--- src/rtl/shift_unit_pipe.sv ---
// Pipelined barrel shifter: an input capture register followed by one register per shift level.
// Supports SLL/SRL/SRA/ROR with bubble-collapsing valid/ready flow control; a caller tag rides along.
module shift_unit_pipe #(
  parameter int WIDTH  = 32,
  parameter int TAG_W  = 5,
  parameter int LEVELS = $clog2(WIDTH)
) (
  input  logic              clock,
  input  logic              reset,
  input  logic              in_valid,
  output logic              in_ready,
  input  logic [WIDTH-1:0]  operand,
  input  logic [LEVELS-1:0] shift_amt,
  input  logic [1:0]        shift_op,
  input  logic [TAG_W-1:0]  in_tag,
  output logic              out_valid,
  input  logic              out_ready,
  output logic [WIDTH-1:0]  result,
  output logic [TAG_W-1:0]  out_tag
);

  localparam int STAGES = LEVELS + 1;

  localparam logic [1:0] OP_SLL = 2'b00;
  localparam logic [1:0] OP_SRL = 2'b01;
  localparam logic [1:0] OP_SRA = 2'b10;
  localparam logic [1:0] OP_ROR = 2'b11;

  logic [STAGES-1:0] valid_q;
  logic [STAGES-1:0] ready;
  logic [WIDTH-1:0]  data_q [STAGES];
  logic [TAG_W-1:0]  tag_q  [STAGES];
  // Control fields are only needed by the stage that follows, so the final stage omits them.
  logic [LEVELS-1:0] amt_q  [LEVELS];
  logic [1:0]        op_q   [LEVELS];
  logic              sign_q [LEVELS];

  function automatic logic [WIDTH-1:0] shift_level(
    input logic [WIDTH-1:0] v,
    input logic [1:0]       op,
    input logic             sign,
    input int               k
  );
    logic [WIDTH-1:0] fill_mask;
    logic [WIDTH-1:0] r;
    fill_mask = ~({WIDTH{1'b1}} >> k);
    r = v;
    case (op)
      OP_SLL:  r = v << k;
      OP_SRL:  r = v >> k;
      OP_SRA:  r = (v >> k) | (sign ? fill_mask : '0);
      OP_ROR:  r = (v >> k) | (v << (WIDTH - k));
      default: r = v;
    endcase
    return r;
  endfunction

  // A stage can take new data if it, or anything downstream of it, has a free slot.
  for (genvar g = 0; g < STAGES; g++) begin : g_ready
    assign ready[g] = out_ready | ~(&valid_q[STAGES-1:g]);
  end

  always_ff @(posedge clock or posedge reset) begin
    if (reset) begin
      valid_q <= '0;
      for (int s = 0; s < STAGES; s++) begin
        data_q[s] <= '0;
        tag_q[s]  <= '0;
      end
      for (int s = 0; s < LEVELS; s++) begin
        amt_q[s]  <= '0;
        op_q[s]   <= '0;
        sign_q[s] <= 1'b0;
      end
    end else begin
      if (ready[0]) begin
        valid_q[0] <= in_valid;
        if (in_valid) begin
          data_q[0] <= operand;
          tag_q[0]  <= in_tag;
          amt_q[0]  <= shift_amt;
          op_q[0]   <= shift_op;
          sign_q[0] <= operand[WIDTH-1];
        end
      end
      // Stage s shifts by 2^(LEVELS-s): largest distance first.
      for (int s = 1; s < STAGES; s++) begin
        if (ready[s]) begin
          valid_q[s] <= valid_q[s-1];
          if (valid_q[s-1]) begin
            data_q[s] <= amt_q[s-1][LEVELS-s]
                         ? shift_level(data_q[s-1], op_q[s-1], sign_q[s-1], 1 << (LEVELS - s))
                         : data_q[s-1];
            tag_q[s]  <= tag_q[s-1];
          end
        end
      end
      for (int s = 1; s < LEVELS; s++) begin
        if (ready[s] && valid_q[s-1]) begin
          amt_q[s]  <= amt_q[s-1];
          op_q[s]   <= op_q[s-1];
          sign_q[s] <= sign_q[s-1];
        end
      end
    end
  end

  assign in_ready  = ready[0];
  assign out_valid = valid_q[STAGES-1];
  assign result    = data_q[STAGES-1];
  assign out_tag   = tag_q[STAGES-1];

endmodule

--- config.mk ---
export PLATFORM = sky130hd
export DESIGN_NAME = shift_unit_pipe
export DESIGN_NICKNAME = d
export VERILOG_FILES = /design/src/rtl/shift_unit_pipe.sv
export SDC_FILE = /design/constraint.sdc
export NUM_CORES = 1
export LEC_CHECK = 0
export BUFFER_PORTS_ARGS = -buffer_cell sky130_fd_sc_hd__buf_2
export CORE_UTILIZATION = 56
export DETAILED_ROUTE_END_ITERATION = 12
export GPL_ROUTABILITY_DRIVEN = 0
export PLACE_DENSITY = 0.8
export SLEW_MARGIN = 0
export SYNTH_ARGS = -nofsm -noshare
export SYNTH_HDL_FRONTEND = slang
export SYNTH_SLANG_ARGS = --single-unit
export TNS_END_PERCENT = 10
--- constraint.sdc ---
create_clock -name clock -period 8.4 [get_ports clock]
set_input_delay 0.42 -clock clock [delete_from_list [all_inputs] [get_ports clock]]
set_output_delay 0.42 -clock clock [all_outputs]
set_load 0.01 [all_outputs]
* Word level (Yosys, flattened, before mapping) *
Index checks and enable logic that the tools add are counted.

operators by class
  reductions and logical operators = 20
  multiplexer cells = 15
  bitwise logic cells = 22
  equality and inequality tests = 15

operators with widths
  operator                                                          number
  32-bit one-hot mux with 4 select lines                            5
  32-bit two-way mux                                                10
  16-bit by 32-bit bitwise OR with 32-bit output                    2
  24-bit by 32-bit bitwise OR with 32-bit output                    2
  28-bit by 32-bit bitwise OR with 32-bit output                    2
  30-bit by 32-bit bitwise OR with 32-bit output                    2
  31-bit by 32-bit bitwise OR with 32-bit output                    2
  2-bit == test (second input constant)                             10
  2-bit AND reduction                                               7
  2-bit by 1-bit == test with 1-bit output (second input constant)  5
  2-bit logical NOT                                                 5
  1-bit inverter                                                    6
  1-bit bitwise OR                                                  6
  6-bit AND reduction                                               1
  5-bit AND reduction                                               1
  1-bit logical AND                                                 4
  4-bit AND reduction                                               1
  3-bit AND reduction                                               1

storage, ports and cells
  output and inout port bits = 39
  flip-flop bits (word level) = 258
  input bits = 48
  logic and storage cells = 105

* Depth between registers and ports, before layout *
Gate-level depths: netlist of run 1.

  depth in word-level cells = 4
  mapped depth = 6
  depth with buffers taken out = 3

* Least setup slack after synthesis of run 1 *
OpenSTA, ideal clock, no wires.

  kind = reg-to-reg
  start point = register valid_q[5]
  end point = register amt_q[15] in the netlist's numbering
  buffers on the path = 1
  data arrival time = 1.538 ns
  path slack = 6.737 ns
  stages on the path, launching flop included = 5
  required time = 8.275 ns
  period minus slack after synthesis = 1.663 ns
  library setup time = 0.125 ns
  path through = dfrtp_1 -> and4b_2 -> a31oi_4 -> buf_6 -> mux2_4

on the way
  cells in the longest elaborated chain, start to end = 4

RTL lines
  item                              line  source
  start: declaration                29    logic [STAGES-1:0] valid_q;
  start signal: indexed assignment  89    valid_q[s] <= valid_q[s-1];
  5-bit AND reduction               60    assign ready[g] = out_ready | ~(&valid_q[STAGES-1:g]);
  1-bit inverter                    60
  1-bit bitwise OR                  60
  1-bit logical AND                 99    if (ready[s] && valid_q[s-1]) begin
  end signal: indexed assignment    100   amt_q[s] <= amt_q[s-1];
  end: declaration                  34    logic [LEVELS-1:0] amt_q [LEVELS];

No other way between the ends.
A chain may end at the register's enable or synchronous reset.

* Worst setup path in the final report of run 1 *
  start point = register valid_q[3]
  end point = output port in_ready

on the way
  cells in the longest elaborated chain, start to end = 3

RTL lines
  item                 line  source
  6-bit AND reduction  60
  1-bit inverter       60
  1-bit bitwise OR     60
  end: declaration     11    output logic in_ready,

No other way between the ends.

==> reports/qor.txt, run 1 <==
Run status: finished, final reports clean
Place WS: 5.47 ns
Shortest period the worst path allows: 2.47 ns
Number of H-tree levels: 1
Net count after synthesis: 1,320
Number of synthesized flops with an enable pin: 0
Leakage power: 6.35 nW
Count of endpoints failing setup in the final report: 0
Post-route non-filler standard cell count: 1,590
Area of the multi-input gates: 6730 um^2
Core Area: 24,500 um^2
Post-detailed-routing wire length: 29,900 um
Effective utilization at floorplan: 57.6%
CTS tree: built
Slew of the pin with the lowest slew margin: 1.20 ns
Category of the worst setup path capture point: primary output
Number of inserted diodes: 0
Number of synthesized register bits: 257
Number of filler instances in the final layout: 1,910
CP Data Required Time: 7.98 ns
Vert. Die Dim: 161 um
Leading register cell type out of synthesis: sky130_fd_sc_hd__dfrtp_1
Cells after synthesis: 1,272
Ports: 87
Async set-reset flop share out of synthesis: 100%
Vias post-DR: 9,869
Number of cells after detailed placement: 1,540
Area contributors post-synth: sky130_fd_sc_hd__dfrtp_1, sky130_fd_sc_hd__mux2_2, sky130_fd_sc_hd__mux2_4
Count of instances resized after the clock tree is built: 0
Detailed-route wire length per cell: 18.8 um
Type of the setup path with the least slack: reg2out
VDD IR-drop max: 197 uV
Final Net Count: 1,294
Final-layout setup total negative slack: 0 ns
Clock transition time at the flip-flop clock pins of the worst setup and hold paths: 0.06 ns
Detailed-placement wirelength estimate: 19,700 um
Endpoints failing hold: 0
Worst slew margin relative to its limit: 19.7%
Classification of the worst-slack hold path: in2async
Post-layout worst setup margin: 5.93 ns
Register Area: 6430 um^2
Pwr per Cell Area: 378 nW/um^2
TritonCTS buffer count: 28
Total die area: 25,900 um^2
Area of the mapped netlist: 14,100 um^2
Slowest stage cell, crit path: sky130_fd_sc_hd__dfrtp_1
Max Clock Freq: 405 MHz
Initial antenna violation count: 0
Largest fanout on the critical path: 15
Buffers on Ports: 86
Post-synthesis cell type count: 44
Cell chosen for the clock root: sky130_fd_sc_hd__clkbuf_16
Warnings, synthesis: 0
Worst setup SP type: register
Number of maximum-capacitance violations: 0
Number of global-route vias before repair: 9,517
Data arrival time of the critical path: 2.05 ns
Setup Skew: 0.0192 ns
Maximum clock insertion buffer count: 3
Sequential element share of the synthesized area: 45.5%
Setup fix buffers added after clock tree synthesis: 0
Number of buffers and inverters on the critical path: 1
Placement row count: 57
Antenna violation net count after detailed routing: 0
Pre-Repair DR Iteration Count: 5
Residual DRC count: 0
Post-synthesis area per instance: 11.1 um^2
Ordered cell list for the critical path: nand4b_2 -> or2_2 -> buf_2
Mean number of vias per cell: 6.21
CP peak stage delay: 0.47 ns
Top cell type's share of synthesized area: 45.5%
Fraction of final layout cells sized beyond drive strength 1: 38.1%
Count of hold buffers inserted by post-cts repair: 0
Global-route wire length before repair: 49,800 um
Iteration-0 DRC Markers: 1,015
Cell with the most instances after synthesis: sky130_fd_sc_hd__dfrtp_1
Total track usage: 23.5%
Kind of cell adding the most delay to the critical path: simple AND/OR/NAND/NOR gates
Skew-Pair Late Insertion Delay: 0.55 ns
Width of the die: 161 um
Post-synthesis cell type with the largest combined area: sky130_fd_sc_hd__dfrtp_1
Overflow left after global routing: 0
Pin count of the biggest net entering global routing: 122
Sinks on Clock Net: 257
Area added between synthesis and finish: 7.35%
Share of the clock period used by the worst path: 29.4%
Max-slew violations: 0
RSZ-0062 raised after global routing: no
Most common library cells after synthesis: sky130_fd_sc_hd__dfrtp_1, sky130_fd_sc_hd__mux2_2, sky130_fd_sc_hd__o21ai_0
## cells in the final DEF (no fill, tap or decap), drive strengths merged, types with 2 or more instances in the layout
cell,instances
bufinv,2
o221ai,14
mux2,238
a21oi,9
nand2b,8
o22ai,9
nor2,94
a211oi,15
nor3b,15
a22o,16
or2,5
nand4,9
inv,32
buf,104
o211ai,15
o21ai,107
clkinv,7
or3b,90
o21a,2
nor2b,7
o2bb2ai,6
nand2,12
clkbuf,36
o211a,6
dfrtp,257
o32ai,15
a31oi,98
nand3b,2
nand3,8
clkinvlp,3
mux2i,16
## registers in the layout, summed over array words and instances, names as in the netlist
register	count
op_q	10
data_q	160
result	32
valid_q	6
tag_q	25
amt_q	15
sign_q	4
out_tag	5
## metal layers
layer  track usage, %  part of all wire [%]
met5                0                     0
met3             3.05                   5.1
met1             32.3                    44
met2             38.2                    48
met4             8.28                   2.8
## power by group
| part | switching [mW] | leakage [nW] | internal, mW |
|---|---|---|---|
| sequential | 0.547 | 3.03 | 1.74 |
| clock | 0.501 | 0.447 | 0.711 |
| combinational | 1.09 | 2.87 | 1.15 |
| total | 2.13 | 6.35 | 3.60 |
## worst paths after layout
kind | startpoint | to | slack, ns | depth (start not counted)
worst min-delay path | reset | data_q[84] | 0.05 | 2
worst min register to register | result[1] | result[1] | 0.49 | 1
worst max register to register | op_q[8] | data_q[149] | 6.11 | 3
max in group asynchronous | reset | op_q[8] | 6.16 | 4
min in group clock | in_tag[3] | tag_q[28] | 0.10 | 2
worst max-delay path | valid_q[3] | in_ready | 5.93 | 3
## final cells by class
cell class,instances,area share (%)
timing repair buffer,104,3.73
multi-input combinational,825,44.4
inverter,30,0.792
clock buffer,36,5.08
clock inverter,14,0.965
sequential,257,42.4
tap,324,2.67
## cell families after synthesis
logic type | Yosys count | synth area share [%]
AO/OA/AOI/OAI | 317 | 14.6
AND/OR/NAND/NOR | 254 | 11.2
buffers and inverters | 190 | 6.90
multiplexers | 254 | 21.8
flip-flops | 257 | 45.5
## metrics by stage
stage          util, %  area [um^2]  total power [mW]  hold WS [ns]
2_1_floorplan        -        14100              4.06         0.465
3_5_place_dp      58.1        14300              4.52         0.480
5_1_grt           61.8        15200              6.13        0.0855
4_1_cts           61.8        15200              5.75        0.0830
6_report          61.8        15200              5.74        0.0545
3_3_place_gp      58.1        14300              4.41         0.471
(Power assumes the default switching activity.)
==> inputs of run 2 (changes only) <==
Settings changed: ABC_AREA from default to 1, PLACE_DENSITY 0.8 to 0.81.
Clock period 8.4 ns to 2.4 ns, I/O delays scaled along.
==> reports/qor.txt, run 2 <==
Endpoints failing hold: 0 (unchanged)
Effective utilization at floorplan: 56.9% (-0.66 points)
Classification of the worst-slack hold path: in2async
Core Area: 23,500 um^2 (-4.3%)
Met1 track demand over resource in global routing: 36.0% (+3.7 points)
Category of the worst setup path capture point: primary output
Data arrival time of the critical path: 1.92 ns (-0.13 ns)
Initial antenna violation count: 0 (unchanged)
Most common library cells after synthesis: sky130_fd_sc_hd__nand2_1, sky130_fd_sc_hd__dfrtp_1, sky130_fd_sc_hd__a21oi_1
Reg with most FFs: data_q
CTS tree: built
Mean number of vias per cell: 5.47 (-12%)
Max Clock Freq: 491 MHz
Max FFs per register: 160 (unchanged)
Pwr per Cell Area: 1180 nW/um^2 (+210%)
Detailed-route wire length per cell: 14.7 um (-22%)
Area added between synthesis and finish: 13.1%
TritonCTS buffer count: 27 (-3.6%)
Most common cell after layout, fill and taps aside: sky130_fd_sc_hd__nand2_1
Place WS: 0.736 ns (-4.73 ns)
Count of endpoints failing setup in the final report: 0 (unchanged)
Buffers on Ports: 86 (unchanged)
Overflow left after global routing: 0 (unchanged)
Number of global-route vias before repair: 11,500 (+21%)
VDD IR-drop max: 597 uV (+200%)
Post-synthesis cell type count: 24 (-45%)
Detailed-placement wirelength estimate: 20,700 um (+5.0%)
Share of the clock period used by the worst path: 84.8%
Number of synthesized register bits: 257 (unchanged)
Post-layout worst setup margin: 0.364 ns (-5.57 ns)
Width of the die: 156 um (-2.7%)
Placement row count: 56 (-1.8%)
Startpoint of the lowest-slack register-to-register path: valid_q[5]
Cells after synthesis: 1,833 (+44%)
Residual DRC count: 0 (unchanged)
Number of inserted diodes: 0 (unchanged)
Max-slew violations: 0 (unchanged)
Area contributors post-synth: sky130_fd_sc_hd__dfrtp_1, sky130_fd_sc_hd__nand2_1, sky130_fd_sc_hd__a21oi_1
Ports: 87 (unchanged)
Slew of the pin with the lowest slew margin: 0.804 ns (-0.400 ns)
Setup fix buffers added after clock tree synthesis: 0 (unchanged)
Number of H-tree levels: 1 (unchanged)
Net count after synthesis: 1,881 (+43%)
Number of synthesized flops with an enable pin: 0 (unchanged)
Type of the setup path with the least slack: reg2out
Clock transition time at the flip-flop clock pins of the worst setup and hold paths: 0.06 ns (about the same)
Post-synthesis cell type with the largest combined area: sky130_fd_sc_hd__dfrtp_1
Pre-Repair DR Iteration Count: 6 (+1)
Post-detailed-routing wire length: 32,400 um (+8.3%)
Fraction of final layout cells sized beyond drive strength 1: 9.41% (-29 points)
Total track usage: 27.4% (+3.9 points)
Leading register cell type out of synthesis: sky130_fd_sc_hd__dfrtp_1
Warnings, synthesis: 0 (unchanged)
Met3 routing resource usage after global routing: 3.77% (+0.72 points)
Setup Skew: 0.0257 ns (+0.00649 ns)
Start point of the critical path: valid_q[2]
Final-layout setup total negative slack: 0 ns (unchanged)
Area of the mapped netlist: 13,400 um^2 (-5.4%)
Final Net Count: 1,919 (+48%)
Antenna violation net count after detailed routing: 0 (unchanged)
CP Data Required Time: 2.28 ns (-5.70 ns)
Leading cell types in the layout, fill and taps excluded: sky130_fd_sc_hd__nand2_1, sky130_fd_sc_hd__dfrtp_1, sky130_fd_sc_hd__a21oi_1
Count of instances resized after the clock tree is built: 0 (unchanged)
Number of cells after detailed placement: 2,115 (+37%)
Worst slew margin relative to its limit: 46.3% (+27 points)
Leakage power: 7.69 nW (+21%)
Placement-stage cell area: 13,600 um^2 (-4.3%)
Largest fanout on the critical path: 46 (+31)
Iteration-0 DRC Markers: 1,144 (+13%)
Total die area: 24,500 um^2 (-5.4%)
Vias post-DR: 12,100 (+22%)
Final standard cell area without fillers: 15,100 um^2 (-0.40%)
Count of hold buffers inserted by post-cts repair: 46 (+46)
GR Layer Usage met2: 45.7% (+7.5 points)
RSZ-0062 raised after global routing: no
Maximum clock insertion buffer count: 3 (unchanged)
Number of maximum-capacitance violations: 0 (unchanged)
Vert. Die Dim: 156 um (-2.7%)
Post-synthesis area per instance: 7.29 um^2 (-34%)
Cell chosen for the clock root: sky130_fd_sc_hd__clkbuf_16
Sinks on Clock Net: 257 (unchanged)
Skew-Pair Late Insertion Delay: 0.56 ns (about the same)
Run status: finished, final reports clean
Top cell type's share of synthesized area: 48.1% (+2.6 points)
Worst setup SP type: register
Busiest layer in global routing: met2
Global-route wire length before repair: 54,500 um (+9.5%)
Async set-reset flop share out of synthesis: 100% (unchanged)
Cell with the most instances after synthesis: sky130_fd_sc_hd__nand2_1
Sequential element share of the synthesized area: 48.1% (+2.6 points)
Pin count of the biggest net entering global routing: 118 (-3.3%)
Shortest period the worst path allows: 2.04 ns
Post-route non-filler standard cell count: 2,210 (+39%)
[run 2: cell count changes in the layout (fill, tap and decap cells not counted), moves of 16 or more]
cell	before	now
sky130_fd_sc_hd__inv_1	29	142
sky130_fd_sc_hd__a31oi_1	97	0
sky130_fd_sc_hd__mux2_4	64	0
sky130_fd_sc_hd__a21oi_1	9	175
sky130_fd_sc_hd__or3b_2	82	0
sky130_fd_sc_hd__nand2_1	12	679
sky130_fd_sc_hd__o21ai_1	0	25
sky130_fd_sc_hd__mux2_2	172	0
sky130_fd_sc_hd__mux2i_1	16	0
sky130_fd_sc_hd__a22o_1	16	0
sky130_fd_sc_hd__dlygate4sd3_1	0	46
sky130_fd_sc_hd__nand3_1	8	143
[run 2: final cells by class]
class | count | area [um^2]
fill | 1929 | 8360
timing repair buffer | 160 | 1180
clock inverter | 11 | 226
sequential | 257 | 6430
multi-input combinational | 1275 | 5520
clock buffer | 38 | 787
tap | 319 | 399
inverter | 150 | 567
[run 2: path summary, 6_finish.rpt]
check	cells after the start	slack, ns	end
setup / recovery	5	0.36	in_ready
hold / removal	3	0.14	tag_q[8]
setup reg to reg	7	0.65	data_q[169]
hold reg to reg	2	0.47	out_tag[1]
max in group asynchronous	4	1.29	data_q[144]
min in group clock	4	0.18	data_q[162]
[run 2: report_power, final]
part | internal (mW) | switching [mW]
registers | 5.81 | 1.26
clock network | 2.94 | 1.76
logic | 2.13 | 4.00
total | 10.9 | 7.02
[run 2: through the flow]
stage / hold WS [ns] / power (mW) / util, %
final: 0.141 / 17.9 / 64.4
after detailed placement: 0.157 / 13.0 / 58.1
after global routing: 0.158 / 19.2 / 64.4
after floorplan: 0.265 / 11.8 / -
after CTS: 0.128 / 17.9 / 64.4
after global placement: 0.152 / 12.8 / 58.1
[run 2: per-layer routing]
metal / routed length [um] / vias up
met5: 0 / -
li1: - / 5867
met3: 1920 / 101
met4: 1170 / 0
met2: 15500 / 472
met1: 13800 / 5644
[run 2: kinds of logic (layout without fill, tap and decap cells)]
group / Yosys count / count (layout) / share of synthesized area, %
AO/OA/AOI/OAI: 330 / 330 / 13.0
buffers and inverters: 301 / 359 / 10.6
AND/OR/NAND/NOR: 945 / 945 / 28.2
flip-flops: 257 / 257 / 48.1
[run 2: worst max-delay path, cell delays in order (launching register included)]
cell,delay (ns)
sky130_fd_sc_hd__dfrtp_1,0.40
sky130_fd_sc_hd__nand2_1,0.09
sky130_fd_sc_hd__inv_2,0.06
sky130_fd_sc_hd__nand4_1,0.15
sky130_fd_sc_hd__buf_4,0.42
sky130_fd_sc_hd__buf_2,0.22
==> inputs of run 3 (changes only) <==
Clock period 2.4 ns to 1.9 ns, I/O delays scaled along.
==> reports/qor.txt, run 3 (synthesis gave the netlist of run 2 again) <==
Iteration-0 DRC Markers: 1,290 (+13%)
Detailed-placement wirelength estimate: 20,700 um (-0.18%)
Max-slew violations: 0 (unchanged)
Leading cell types in the layout, fill and taps excluded: sky130_fd_sc_hd__nand2_1, sky130_fd_sc_hd__dfrtp_1, sky130_fd_sc_hd__a21oi_1
RSZ-0062 raised after global routing: yes
VDD IR-drop max: 731 uV (+22%)
Total die area: 24,500 um^2 (unchanged)
Pin count of the biggest net entering global routing: 69 (-42%)
Width of the die: 156 um (unchanged)
Worst setup SP type: register
Initial antenna violation count: 1 (+1)
Classification of the worst-slack hold path: in2async
Antenna violation net count after detailed routing: 0 (unchanged)
Overflow left after global routing: 0 (unchanged)
Most common cell after layout, fill and taps aside: sky130_fd_sc_hd__nand2_1
Maximum clock insertion buffer count: 3 (unchanged)
Pwr per Cell Area: 1460 nW/um^2 (+24%)
Share of the clock period used by the worst path: 100%
Post-route non-filler standard cell count: 2,234 (+1.1%)
Leakage power: 7.80 nW (+1.4%)
Worst slew margin relative to its limit: 59.3% (+13 points)
Shortest period the worst path allows: 1.90 ns
Pre-Repair DR Iteration Count: 6 (unchanged)
Number of cells on the worst reg-to-reg path: 7 (unchanged)
Endpoint of the lowest-slack register-to-register path: data_q[190]
Fraction of final layout cells sized beyond drive strength 1: 10.2% (+0.83 points)
Post-detailed-routing wire length: 32,900 um (+1.6%)
Vias post-DR: 12,300 (+1.6%)
Clock transition time at the flip-flop clock pins of the worst setup and hold paths: 0.06 ns (about the same)
Global-route wire length before repair: 55,500 um (+1.8%)
Skew-Pair Late Insertion Delay: 0.56 ns (about the same)
Max FFs per register: 160 (unchanged)
Type of the setup path with the least slack: reg2reg
Final Net Count: 1,941 (+1.1%)
Core Area: 23,500 um^2 (unchanged)
Sinks on Clock Net: 257 (unchanged)
Vert. Die Dim: 156 um (unchanged)
CP peak stage delay: 0.56 ns (+0.14 ns)
Largest fanout on the critical path: 7 (-85%)
Area added between synthesis and finish: 14.5%
Register-to-register path setup slack: -0.002 ns (-0.65 ns)
Final-layout setup total negative slack: -0.00196 ns (-0.00196 ns)
Residual DRC count: 0 (unchanged)
Cell chosen for the clock root: sky130_fd_sc_hd__clkbuf_16
TritonCTS buffer count: 27 (unchanged)
Start point of the critical path: valid_q[5]
Endpoints failing hold: 0 (unchanged)
Effective utilization at floorplan: 56.9% (unchanged)
Ordered cell list for the critical path: nand2_2 -> nor2_1 -> nand4_1 -> buf_6 -> nand3_1 -> dlygate4sd3_1 -> nand2_1
Detailed-route wire length per cell: 14.7 um (+0.50%)
CP Data Required Time: 2.33 ns (+0.05 ns)
Category of the worst setup path capture point: register
Violated checks: negative setup slack
Number of maximum-capacitance violations: 0 (unchanged)
Count of endpoints failing setup in the final report: 1 (+1)
Ports: 87 (unchanged)
Mean number of vias per cell: 5.50 (+0.51%)
Placement row count: 56 (unchanged)
Total track usage: 27.8% (+0.44 points)
Number of global-route vias before repair: 11,600 (+0.87%)
Reg with most FFs: data_q
Place WS: 0.283 ns (-0.453 ns)
Data arrival time of the critical path: 2.33 ns (+0.41 ns)
Max Clock Freq: 526 MHz
CTS tree: built
Startpoint of the lowest-slack register-to-register path: valid_q[5]
Slew of the pin with the lowest slew margin: 0.609 ns (-0.195 ns)
Post-layout worst setup margin: -0.00196 ns (-0.366 ns)
Buffers on Ports: 86 (unchanged)
Critical Path End: data_q[190]
Setup Skew: 0.0215 ns (-0.00418 ns)
Slowest stage cell, crit path: sky130_fd_sc_hd__dlygate4sd3_1
Run status: finished, violations left
Number of cells after detailed placement: 2,128 (+0.61%)
Number of H-tree levels: 1 (unchanged)
run 3: final cells by class:
class	count	area, um^2
Fill cell	1875	8170
Sequential cell	257	6430
Multi-Input combinational cell	1275	5530
Timing Repair Buffer	182	1420
Clock buffer	41	818
Inverter	150	567
Tap cell	319	399
Clock inverter	9	141
Antenna cell	1	2.50
run 3: what timing repair did:
item	4_1_cts	5_1_grt
endpoints found under the setup margin	1	6
endpoints found under the hold margin	116	0
cloned	0	0
hold buffers	52	0
pin swaps	0	0
gates resized for setup	0	6
setup buffers	1	3
run 3: per-stage QoR:
stage          util, %  instance area [um^2]  total power [mW]  hold WS (ns)
3_5_place_dp      58.7                 13800              16.6         0.164
4_1_cts           65.1                 15300              22.3         0.142
5_1_grt           65.2                 15300              24.1         0.170
2_1_floorplan        -                 13400              14.9         0.240
3_3_place_gp      58.7                 13800              16.3         0.166
6_report          65.2                 15300              22.4         0.130
run 3: report_power, final:
part | leakage [nW] | switching [mW] | internal (mW) | total, mW
sequential | 3.18 | 1.57 | 7.33 | 8.90
clock | 0.472 | 2.21 | 3.39 | 5.60
combinational | 4.15 | 5.09 | 2.80 | 7.89
run 3: critical path, delay by kind of cell (launching register included):
kind / cells / cell delay (ns)
buffers and inverters: 2 / 0.80
and+or+nand+nor: 5 / 0.58
DFF: 1 / 0.40
run 3: how the worst min path moves through the flow:
stage                       to  cells after the start
CTS                 valid_q[5]                      3
global route        valid_q[5]                      3
detailed placement  valid_q[5]                      2
floorplan            tag_q[28]                      2
global placement    valid_q[3]                      2
finish              valid_q[1]                      3
run 3: routing by layer:
layer,part of all wire (%),wire [um],track usage (%),up-vias
met4,3.7,1200,12.5,0
met2,48,15900,45.9,509
li1,-,-,-,5909
met5,0,0,0,-
met3,6.0,1980,3.49,95
met1,42,13800,36.8,5764
